[config.mk]
export PLATFORM = sky130hd
export DESIGN_NAME = bus_interface_unit
export DESIGN_NICKNAME = d
export VERILOG_FILES = /design/src/rtl/pa_microcode.sv /design/src/rtl/bus_interface_unit.sv
export SDC_FILE = /design/constraint.sdc
export NUM_CORES = 1
export LEC_CHECK = 0
export BUFFER_PORTS_ARGS = -buffer_cell sky130_fd_sc_hd__clkbuf_2
export CORE_MARGIN = 2
export CORE_UTILIZATION = 58
export CTS_BUF_LIST = sky130_fd_sc_hd__clkbuf_4 sky130_fd_sc_hd__clkbuf_8 sky130_fd_sc_hd__clkbuf_16
export DETAILED_ROUTE_END_ITERATION = 8
export PLACE_DENSITY_LB_ADDON = 0.2
export SLEW_MARGIN = 5
export SYNTH_ARGS = -nofsm -noshare
export SYNTH_HDL_FRONTEND = slang
export SYNTH_SLANG_ARGS = --single-unit
[constraint.sdc]
create_clock -name clk -period 4 [get_ports clk]
set_clock_uncertainty 0.2 [all_clocks]
set_input_delay 0.2 -clock clk [delete_from_list [all_inputs] [get_ports clk]]
set_output_delay 0.2 -clock clk [all_outputs]
set_load 0.1 [all_outputs]
[src/rtl/pa_microcode.sv]
// Shared microcode types: control-word fields and bus interface unit state.
package pa_microcode;

  // Width of every BIU cycle counter; counters saturate at all-ones.
  localparam int unsigned BIU_CNT_W = 16;

  typedef logic [BIU_CNT_W-1:0] t_cnt;

  // Bus interface unit states.
  typedef enum logic [2:0] {
    StIdle   = 3'd0,
    StSetup  = 3'd1,
    StStrobe = 3'd2,
    StHold   = 3'd3,
    StDma    = 3'd4
  } e_biu_state;

  // Bus operation field of the microcode control word.
  typedef enum logic [1:0] {
    BusNop   = 2'd0,
    BusRead  = 2'd1,
    BusWrite = 2'd2
  } e_bus_op;

  // Microcode control-word slice that drives the BIU.
  typedef struct packed {
    e_bus_op bus_op;
    logic    mem_io;
  } t_uword_bus;

  // Transaction captured when a CPU request is accepted.
  typedef struct packed {
    logic        write;
    logic        mem_io;
    logic [21:0] addr;
    logic [7:0]  wdata;
  } t_biu_req;

  // Increment that sticks at the maximum value instead of wrapping.
  function automatic t_cnt sat_inc(input t_cnt v);
    return (&v) ? v : v + t_cnt'(1);
  endfunction

endpackage

[src/rtl/bus_interface_unit.sv]
// Bus interface unit: runs one external read/write bus cycle per CPU request
// (setup, strobe with WAIT extension and timeout, hold) and grants the bus to DMA.
module bus_interface_unit
  import pa_microcode::*;
#(
  parameter int unsigned SETUP_CYCLES  = 1,
  parameter int unsigned STROBE_CYCLES = 2,
  parameter int unsigned WAIT_TIMEOUT  = 255
) (
  input  logic        clk,
  input  logic        rst_n,
  input  logic        cpu_rd_req,
  input  logic        cpu_wr_req,
  input  logic        cpu_mem_io,
  input  logic [21:0] cpu_addr,
  input  logic [7:0]  cpu_wdata,
  output logic [7:0]  cpu_rdata,
  output logic        cpu_done,
  output logic        cpu_busy,
  output logic        bus_err,
  output logic [21:0] addr,
  output logic [7:0]  data_out,
  output logic        data_oe,
  output logic        rd,
  output logic        wr,
  output logic        mem_io,
  input  logic [7:0]  data_in,
  input  logic        WAIT,
  input  logic        dma_req,
  output logic        dma_ack
);

  // Zero-length phases are not meaningful; treat them as one cycle.
  localparam int unsigned SetupEff  = (SETUP_CYCLES == 0) ? 1 : SETUP_CYCLES;
  localparam int unsigned StrobeEff = (STROBE_CYCLES == 0) ? 1 : STROBE_CYCLES;

  // Counters hold cycles already completed in the current state (0 on entry).
  localparam t_cnt SetupLast  = t_cnt'(SetupEff - 1);
  localparam t_cnt StrobeLast = t_cnt'(StrobeEff - 1);
  localparam t_cnt TimeoutLim = t_cnt'(WAIT_TIMEOUT);
  localparam logic TimeoutOn  = (WAIT_TIMEOUT != 0);

  e_biu_state state_q, state_d;
  t_cnt       cnt_q, cnt_d;
  t_cnt       ext_q, ext_d;
  t_biu_req   req_q, req_d;
  logic       release_q, release_d;  // requester must drop its request first
  logic       hold_err_q, hold_err_d;  // current HOLD ends in bus_err, not done
  logic       illegal;
  logic [7:0] rdata_d;

  logic        active;
  logic [21:0] addr_d;
  logic [7:0]  data_out_d;
  logic        data_oe_d, rd_d, wr_d, mem_io_d, dma_ack_d;
  logic        done_d, busy_d, err_d;

  // Next-state, counters, request latch and read-data capture.
  always_comb begin
    state_d    = state_q;
    cnt_d      = sat_inc(cnt_q);
    ext_d      = ext_q;
    req_d      = req_q;
    release_d  = release_q;
    hold_err_d = hold_err_q;
    illegal    = 1'b0;
    rdata_d    = cpu_rdata;

    unique case (state_q)
      StIdle: begin
        cnt_d = '0;
        ext_d = '0;
        if (dma_req) begin
          state_d = StDma;
        end else if (release_q) begin
          if (!cpu_rd_req && !cpu_wr_req) release_d = 1'b0;
        end else if (cpu_rd_req && cpu_wr_req) begin
          illegal   = 1'b1;
          release_d = 1'b1;
        end else if (cpu_rd_req || cpu_wr_req) begin
          req_d.write  = cpu_wr_req;
          req_d.mem_io = cpu_mem_io;
          req_d.addr   = cpu_addr;
          req_d.wdata  = cpu_wdata;
          hold_err_d   = 1'b0;
          state_d      = StSetup;
        end
      end

      StSetup: begin
        if (cnt_q >= SetupLast) begin
          state_d = StStrobe;
          cnt_d   = '0;
        end
      end

      StStrobe: begin
        // Minimum strobe width first; after that WAIT extends one cycle at a time.
        if (cnt_q >= StrobeLast) begin
          if (WAIT && TimeoutOn && (ext_q >= TimeoutLim)) begin
            state_d    = StHold;
            hold_err_d = 1'b1;
            release_d  = 1'b1;
            cnt_d      = '0;
          end else if (WAIT) begin
            ext_d = sat_inc(ext_q);
          end else begin
            state_d    = StHold;
            hold_err_d = 1'b0;
            release_d  = 1'b1;
            cnt_d      = '0;
            if (!req_q.write) rdata_d = data_in;
          end
        end
      end

      StHold: begin
        state_d = StIdle;
        cnt_d   = '0;
        // A request already dropped during HOLD counts as the release cycle.
        release_d = cpu_rd_req | cpu_wr_req;
      end

      StDma: begin
        if (!dma_req) begin
          state_d = StIdle;
          cnt_d   = '0;
        end
      end

      default: begin
        state_d = StIdle;
        cnt_d   = '0;
      end
    endcase
  end

  // Output values for the coming cycle, decoded from the next state.
  always_comb begin
    active     = (state_d == StSetup) || (state_d == StStrobe) || (state_d == StHold);
    addr_d     = active ? req_d.addr : '0;
    mem_io_d   = active & req_d.mem_io;
    data_oe_d  = active & req_d.write;
    data_out_d = (active && req_d.write) ? req_d.wdata : '0;
    rd_d       = (state_d == StStrobe) & ~req_d.write;
    wr_d       = (state_d == StStrobe) & req_d.write;
    dma_ack_d  = (state_d == StDma);
    busy_d     = (state_d != StIdle);
    done_d     = (state_d == StHold) & ~hold_err_d;
    err_d      = ((state_d == StHold) & hold_err_d) | illegal;
  end

  // State and registered outputs; synchronous active-low reset.
  always_ff @(posedge clk) begin
    if (!rst_n) begin
      state_q    <= StIdle;
      cnt_q      <= '0;
      ext_q      <= '0;
      req_q      <= '0;
      release_q  <= 1'b0;
      hold_err_q <= 1'b0;
      cpu_rdata  <= '0;
      cpu_done   <= 1'b0;
      cpu_busy   <= 1'b0;
      bus_err    <= 1'b0;
      addr       <= '0;
      data_out   <= '0;
      data_oe    <= 1'b0;
      rd         <= 1'b0;
      wr         <= 1'b0;
      mem_io     <= 1'b0;
      dma_ack    <= 1'b0;
    end else begin
      state_q    <= state_d;
      cnt_q      <= cnt_d;
      ext_q      <= ext_d;
      req_q      <= req_d;
      release_q  <= release_d;
      hold_err_q <= hold_err_d;
      cpu_rdata  <= rdata_d;
      cpu_done   <= done_d;
      cpu_busy   <= busy_d;
      bus_err    <= err_d;
      addr       <= addr_d;
      data_out   <= data_out_d;
      data_oe    <= data_oe_d;
      rd         <= rd_d;
      wr         <= wr_d;
      mem_io     <= mem_io_d;
      dma_ack    <= dma_ack_d;
    end
  end

endmodule
==> Yosys cells after proc, flatten, opt, wreduce, memory -nomap -nowiden <==
Index checks and enable logic that the tools add are counted.
{ "totals": {"ff_bits": 115, "input_bits": 45, "output_inout_bits": 46, "elab_cells": 118} }
{ "op_classes": {"add_sub_neg": 2, "order_cmp": 3, "eq_ne": 14, "muxes": 46, "bitwise": 13, "reduce_logical": 20} }
{ "ops": {"columns": ["op", "count"], "rows": [
  ["$mux W16", 10],
  ["$mux W32", 5],
  ["$pmux W16 S3", 1],
  ["$add A16 B1 Y16 const B", 2],
  ["$ge A16 B1 Y1 const B", 2],
  ["$pmux W16 S2", 1],
  ["$reduce_and A16 Y1", 2],
  ["$mux W3", 9],
  ["$mux W1", 17],
  ["$ge A16 B8 Y1 const B", 1],
  ["$eq A3 B2 Y1 const B", 4],
  ["$pmux W3 S4", 1],
  ["$ne A2 B2 Y1 const B", 5],
  ["$reduce_and A5 Y1", 2],
  ["$and A1 B1 Y1", 6],
  ["$eq A3 B1 Y1 const B", 2],
  ["$eq A3 B3 Y1 const B", 2],
  ["$reduce_bool A3 Y1", 2],
  ["$not A1 Y1", 5],
  ["$logic_and A1 B1 Y1", 4],
  ["$reduce_and A2 Y1", 2],
  ["$reduce_and A4 Y1", 1],
  ["$logic_not A3 Y1", 1],
  ["$logic_or A1 B1 Y1", 3],
  ["other kinds (6)", 8]
]} }

==> Logic depth before layout (Yosys ltp) <==
{ "logic_depth": {"ltp_word": 11, "mapped_depth": 8} }

==> Least setup slack after synthesis <==
OpenSTA, ideal clock, no wires.
{ "synth_path": {"kind": "reg-to-reg", "startpoint": "register cnt_q[0]", "endpoint": "register cnt_q[10]", "setup_time_ns": 0.132, "arrival_ns": 1.833, "required_ns": 3.668, "path_slack_ns": 1.835, "path_stages_with_launch": 9, "path_buffers": 1, "period_less_slack_ns": 2.165, "cell_sequence": "dfxtp_1 -> inv_1 -> ha_1 -> nor4b_1 -> and4_1 -> a21o_1 -> a32oi_1 -> clkbuf_1 -> nor3_1"} }
{ "synth_between": {"elab_chain_len": 6, "elab_cells_between_ends": 11} }
{ "synth_lines": {"columns": ["element", "line", "text"], "rows": [
  ["start: declaration", "bus_interface_unit.sv:44", "t_cnt cnt_q, cnt_d;"],
  ["start signal: assignment", "bus_interface_unit.sv:175", "cnt_q <= cnt_d;"],
  ["$add A16 B1 Y16 or $reduce_and A16 Y1 (tied branches)", "pa_microcode.sv:41", "return (&v) ? v : v + t_cnt'(1);"],
  ["$mux W16", "pa_microcode.sv:41", null],
  ["$mux W16", "bus_interface_unit.sv:105", "end else if (WAIT) begin"],
  ["$mux W16", "bus_interface_unit.sv:100", "if (WAIT && TimeoutOn && (ext_q >= TimeoutLim)) begin"],
  ["$mux W16", "bus_interface_unit.sv:99", "if (cnt_q >= StrobeLast) begin"],
  ["$pmux W16 S3 (*)", "bus_interface_unit.sv:69", "unique case (state_q)"]
]} }
Every way passes the cells marked *; elsewhere a longest branch is shown, timed or not.
A chain may end at the register's enable or synchronous reset.

==> Final worst setup path <==
{ "layout_path": {"startpoint": "register cnt_q[0]", "endpoint": "register bus_err"} }
{ "layout_between": {"elab_chain_len": 6, "elab_cells_between_ends": 10} }
{ "layout_lines": {"columns": ["element", "line", "text"], "rows": [
  ["$ge A16 B1 Y1 (on tied branches)", "bus_interface_unit.sv:99, bus_interface_unit.sv:91", null],
  ["$mux W3 (on tied branches)", "bus_interface_unit.sv:99, bus_interface_unit.sv:91", null],
  ["$pmux W3 S4", "bus_interface_unit.sv:69", null],
  ["$eq A3 B2 Y1", "bus_interface_unit.sv:150", "err_d = ((state_d == StHold) & hold_err_d) | illegal;"],
  ["$and A1 B1 Y1 (*)", "bus_interface_unit.sv:150", null],
  ["$or A1 B1 Y1 (*)", "bus_interface_unit.sv:150", null],
  ["end signal: assignment", "bus_interface_unit.sv:183", "bus_err <= err_d;"],
  ["end: declaration", "bus_interface_unit.sv:20", "output logic bus_err,"]
]} }
Marks and branches as above.

==> flow_summary.ini <==
[routing]
drt-total-wl_um = 11000
detailedRoute.firstPassIterationCount = 5
drt_iter0_markers = 181
antenna_left = 0
route.detailed.vias_per_inst = 5.57
wl_per_cell_um = 16.2
num_vias = 3786
drc = 0

[pwr]
irDropWorstVdd_uv = 473
p_total_mw = 3.02
powerDensity_mw_per_mm2 = 517
power.static_leakage_nw = 2.45

[run]
cap_violations = 0

[worst_setup_path]
cp-start-kind = flip-flop
critical_path.max_stage_delay_ns = 0.58
endpoint = bus_err$_SDFF_PN0_
worst_ep_required_time_ns = 4.24
worst_setup_path_end_kind = flip-flop
number_of_cells_on_the_worst_reg_to_reg_path = 8
timing.critical_path.arrival_ns = 3.22
critPathMaxFanout = 6
worstSetupStartpoint = cnt_q[0]$_SDFF_PN0_
r2r_start = cnt_q[0]$_SDFF_PN0_
slowest_stage_cell_crit_path = sky130_fd_sc_hd__dlygate4sd3_1
regToRegEndpoint = bus_err$_SDFF_PN0_
regToRegSetupSlack_ns = 1.02
cp_cell_sequence = inv_1, ha_1, nor4b_1, a41oi_1, nor2_1, o22ai_1, o32ai_1, dlygate4sd3_1
criticalPathCategory = reg -> reg

[sta]
timing.final.crit_share_pct = 74.4
timing.fmax_mhz = 336
layout_setup_ws_ns = 1.02
final_max_slew_viol_count = 0
fin_tns_setup_ns = 0
max-slew-margin-rel_pct = 30.5
timing.final.crit_period_ns = 2.98
grt_setup_unrepaired = no
finalSetupViolations = 0
worst_slew_pin_slew_ns = 1.04
hold_slack_ns = 0.276
timing.final.hold_violations = 0

[place]
port_buffers = 90
dpl-instance-area_mm2 = 0.00476
post-place-ws_ns = 1.27
place_congestion = 0.888
dpl.cell_count = 601
dpl_wire_length_um = 6010

[cts]
h-tree-depth = 4
clock_transition_at_the_register_clock_pins_on_the_worst_setup_and_hold_paths_after_cts_ns = 0.05
cts_repair_resize_count = 0
cts_max_path_buffers = 2
clock_sinks = 115
clock_latency_ns = 0.50
post_cts_hold_buffer_count = 47
cts_tree = built
clock_tree.root_cell = sky130_fd_sc_hd__clkbuf_8
cts_buffers = 17
post-cts-setup-buffer-count = 0

[synthesis]
async_reset_ff_share_pct = 0
number_of_synthesized_flops_with_an_enable_pin = 0
mappedNetlistNets = 481
ys_dominant_reg_cell = sky130_fd_sc_hd__dfxtp_1
syn-mean-instance-area_um2 = 9.85
yosysWarningCount = 0
ys_seq_area_share_pct = 54.1
postSynthCellCount = 432
synth_cell_types = 45
synthesis.area_mm2 = 0.00426
synth.ff_latch_count = 115

[cells_and_area]
seq_area_mm2 = 0.00230
layout.cell_area.non_filler_mm2 = 0.00584
post_layout_nonfiller_instances = 680
fin_util_pct = 81.3
fill_cells = 396
synthToLayoutAreaGrowth_pct = 37.2
design.final.nets = 617
layout-drive-gt1-share_pct = 22.7
diode_insertion_count_for_antenna_repair = 0
total_area_of_multi_input_combinational_cells_mm2 = 0.00182

[global_route]
globalRouteTotalUtil_pct = 28.0
grt_pass1_wl_um = 17100
grt_pass1_vias = 3608
initial_antenna_violation_count = 0
congestion_overflow_gr = 0
largest_net_degree_at_the_start_of_global_routing = 49

[run_status]
run_status = finished, final reports clean

[floorplan]
fp-row-count = 31
initial_utilization_pct = 59.3
width_of_the_chip_um = 89.7
io-pin-count = 91
fp.dieArea_mm2 = 0.00804
die_outline_height_um = 89.7
design.core.area_mm2 = 0.00718

[min_path]
min_path_type = reg -> reg
[cell type report]
cell class	count	share of cell area (%)
multi-input combinational	283	31.2
sequential	115	39.4
tap	99	2.12
timing repair buffer	141	16.3
clock buffer	18	7.33
clock inverter	14	3.00
inverter	10	0.643
[worst max-delay path, delay by kind of cell (launching register included)]
kind            cells  cell delay, ns
compound gates      3            0.76
flops               1            0.37
fa+ha+maj           1            0.15
buf+inv             2            0.66
simple gates        2            0.75
[cells in the mapped netlist (2+ instances only)]
| cell type | number | share of area (%) |
|---|---|---|
| sky130_fd_sc_hd__dfxtp_1 | 115 | 54 |
| sky130_fd_sc_hd__nor2_1 | 61 | 5.4 |
| sky130_fd_sc_hd__mux2i_1 | 41 | 9.6 |
| sky130_fd_sc_hd__nor3_1 | 39 | 4.6 |
| sky130_fd_sc_hd__clkbuf_1 | 19 | 1.7 |
| sky130_fd_sc_hd__a21oi_1 | 16 | 1.9 |
| sky130_fd_sc_hd__nand3_1 | 13 | 1.5 |
| sky130_fd_sc_hd__nand2_1 | 11 | 0.97 |
| sky130_fd_sc_hd__xnor2_1 | 11 | 2.3 |
| sky130_fd_sc_hd__inv_1 | 10 | 0.88 |
| sky130_fd_sc_hd__and2_1 | 9 | 1.3 |
| sky130_fd_sc_hd__nand4_1 | 8 | 1.2 |
| sky130_fd_sc_hd__and3_1 | 7 | 1.0 |
| sky130_fd_sc_hd__or4_1 | 7 | 1.2 |
| sky130_fd_sc_hd__and4_1 | 6 | 1.2 |
| sky130_fd_sc_hd__buf_2 | 5 | 0.59 |
| sky130_fd_sc_hd__o31ai_1 | 5 | 0.88 |
| sky130_fd_sc_hd__a2111oi_0 | 4 | 0.82 |
| sky130_fd_sc_hd__ha_1 | 4 | 1.2 |
| sky130_fd_sc_hd__o21ai_0 | 4 | 0.47 |
| sky130_fd_sc_hd__a211oi_1 | 3 | 0.53 |
| sky130_fd_sc_hd__nor4_1 | 3 | 0.44 |
| sky130_fd_sc_hd__nor4b_1 | 3 | 0.62 |
| sky130_fd_sc_hd__o211ai_1 | 3 | 0.53 |
| sky130_fd_sc_hd__or3_1 | 3 | 0.44 |
| sky130_fd_sc_hd__a21o_1 | 2 | 0.35 |
| sky130_fd_sc_hd__xor2_1 | 2 | 0.41 |
[report_power, final]
group	switching [mW]	internal, mW
Combinational	0.200	0.104
Clock	0.547	0.971
Sequential	0.0164	1.18
Total	0.763	2.25
[state kept, by name, summed over array words and instances (netlist names), 3 cells and up]
signal and cells:
cpu_rdata 8, addr 22, req_q 32, data_out 8, state_q 3, cnt_q 16
ext_q 16
[per-layer routing]
metal / track usage, % / up-vias / share of wire [%]
li1: - / 1821 / -
met1: 33.9 / 1795 / 41
met2: 48.0 / 145 / 51
met3: 7.68 / 25 / 5.8
met4: 9.50 / 0 / 2.1
met5: 0 / - / 0
[placed cells by master, fill, tap and decap left out, types with 9 or more instances in the layout]
cell | Yosys | routed
sky130_fd_sc_hd__clkbuf_16 | 0 | 16
sky130_fd_sc_hd__nor2_1 | 61 | 61
sky130_fd_sc_hd__xnor2_1 | 11 | 11
sky130_fd_sc_hd__clkbuf_2 | 0 | 90
sky130_fd_sc_hd__nand3_1 | 13 | 13
sky130_fd_sc_hd__and2_1 | 9 | 9
sky130_fd_sc_hd__inv_1 | 10 | 9
sky130_fd_sc_hd__nor3_1 | 39 | 39
sky130_fd_sc_hd__dlygate4sd3_1 | 0 | 47
sky130_fd_sc_hd__mux2i_1 | 41 | 41
sky130_fd_sc_hd__dfxtp_1 | 115 | 115
sky130_fd_sc_hd__nand2_1 | 11 | 11
sky130_fd_sc_hd__a21oi_1 | 16 | 16
[how the worst min path moves through the flow]
stage	from	endpoint	slack [ns]	cells past startpoint
5_1_grt	ext_q[10]$_SDFFE_PN0P_	ext_q[10]$_SDFFE_PN0P_	0.29	1
6_report	ext_q[15]$_SDFFE_PN0P_	ext_q[15]$_SDFFE_PN0P_	0.28	1
4_1_cts	data_in[2]	cpu_rdata[2]$_SDFFE_PN0P_	0.28	4
2_1_floorplan	data_in[0]	cpu_rdata[0]$_SDFFE_PN0P_	0.14	2
3_3_place_gp	data_in[6]	cpu_rdata[6]$_SDFFE_PN0P_	0.23	3
3_5_place_dp	data_in[6]	cpu_rdata[6]$_SDFFE_PN0P_	0.24	3
[cells by family after synthesis]
group	share of synthesized area (%)
flops	54.1
compound gates	8.35
mux	9.64
xor+xnor	2.68
buf+inv	3.15
simple gates	20.9
fa+ha+maj	1.18
Power figures use the tool's default switching activity.
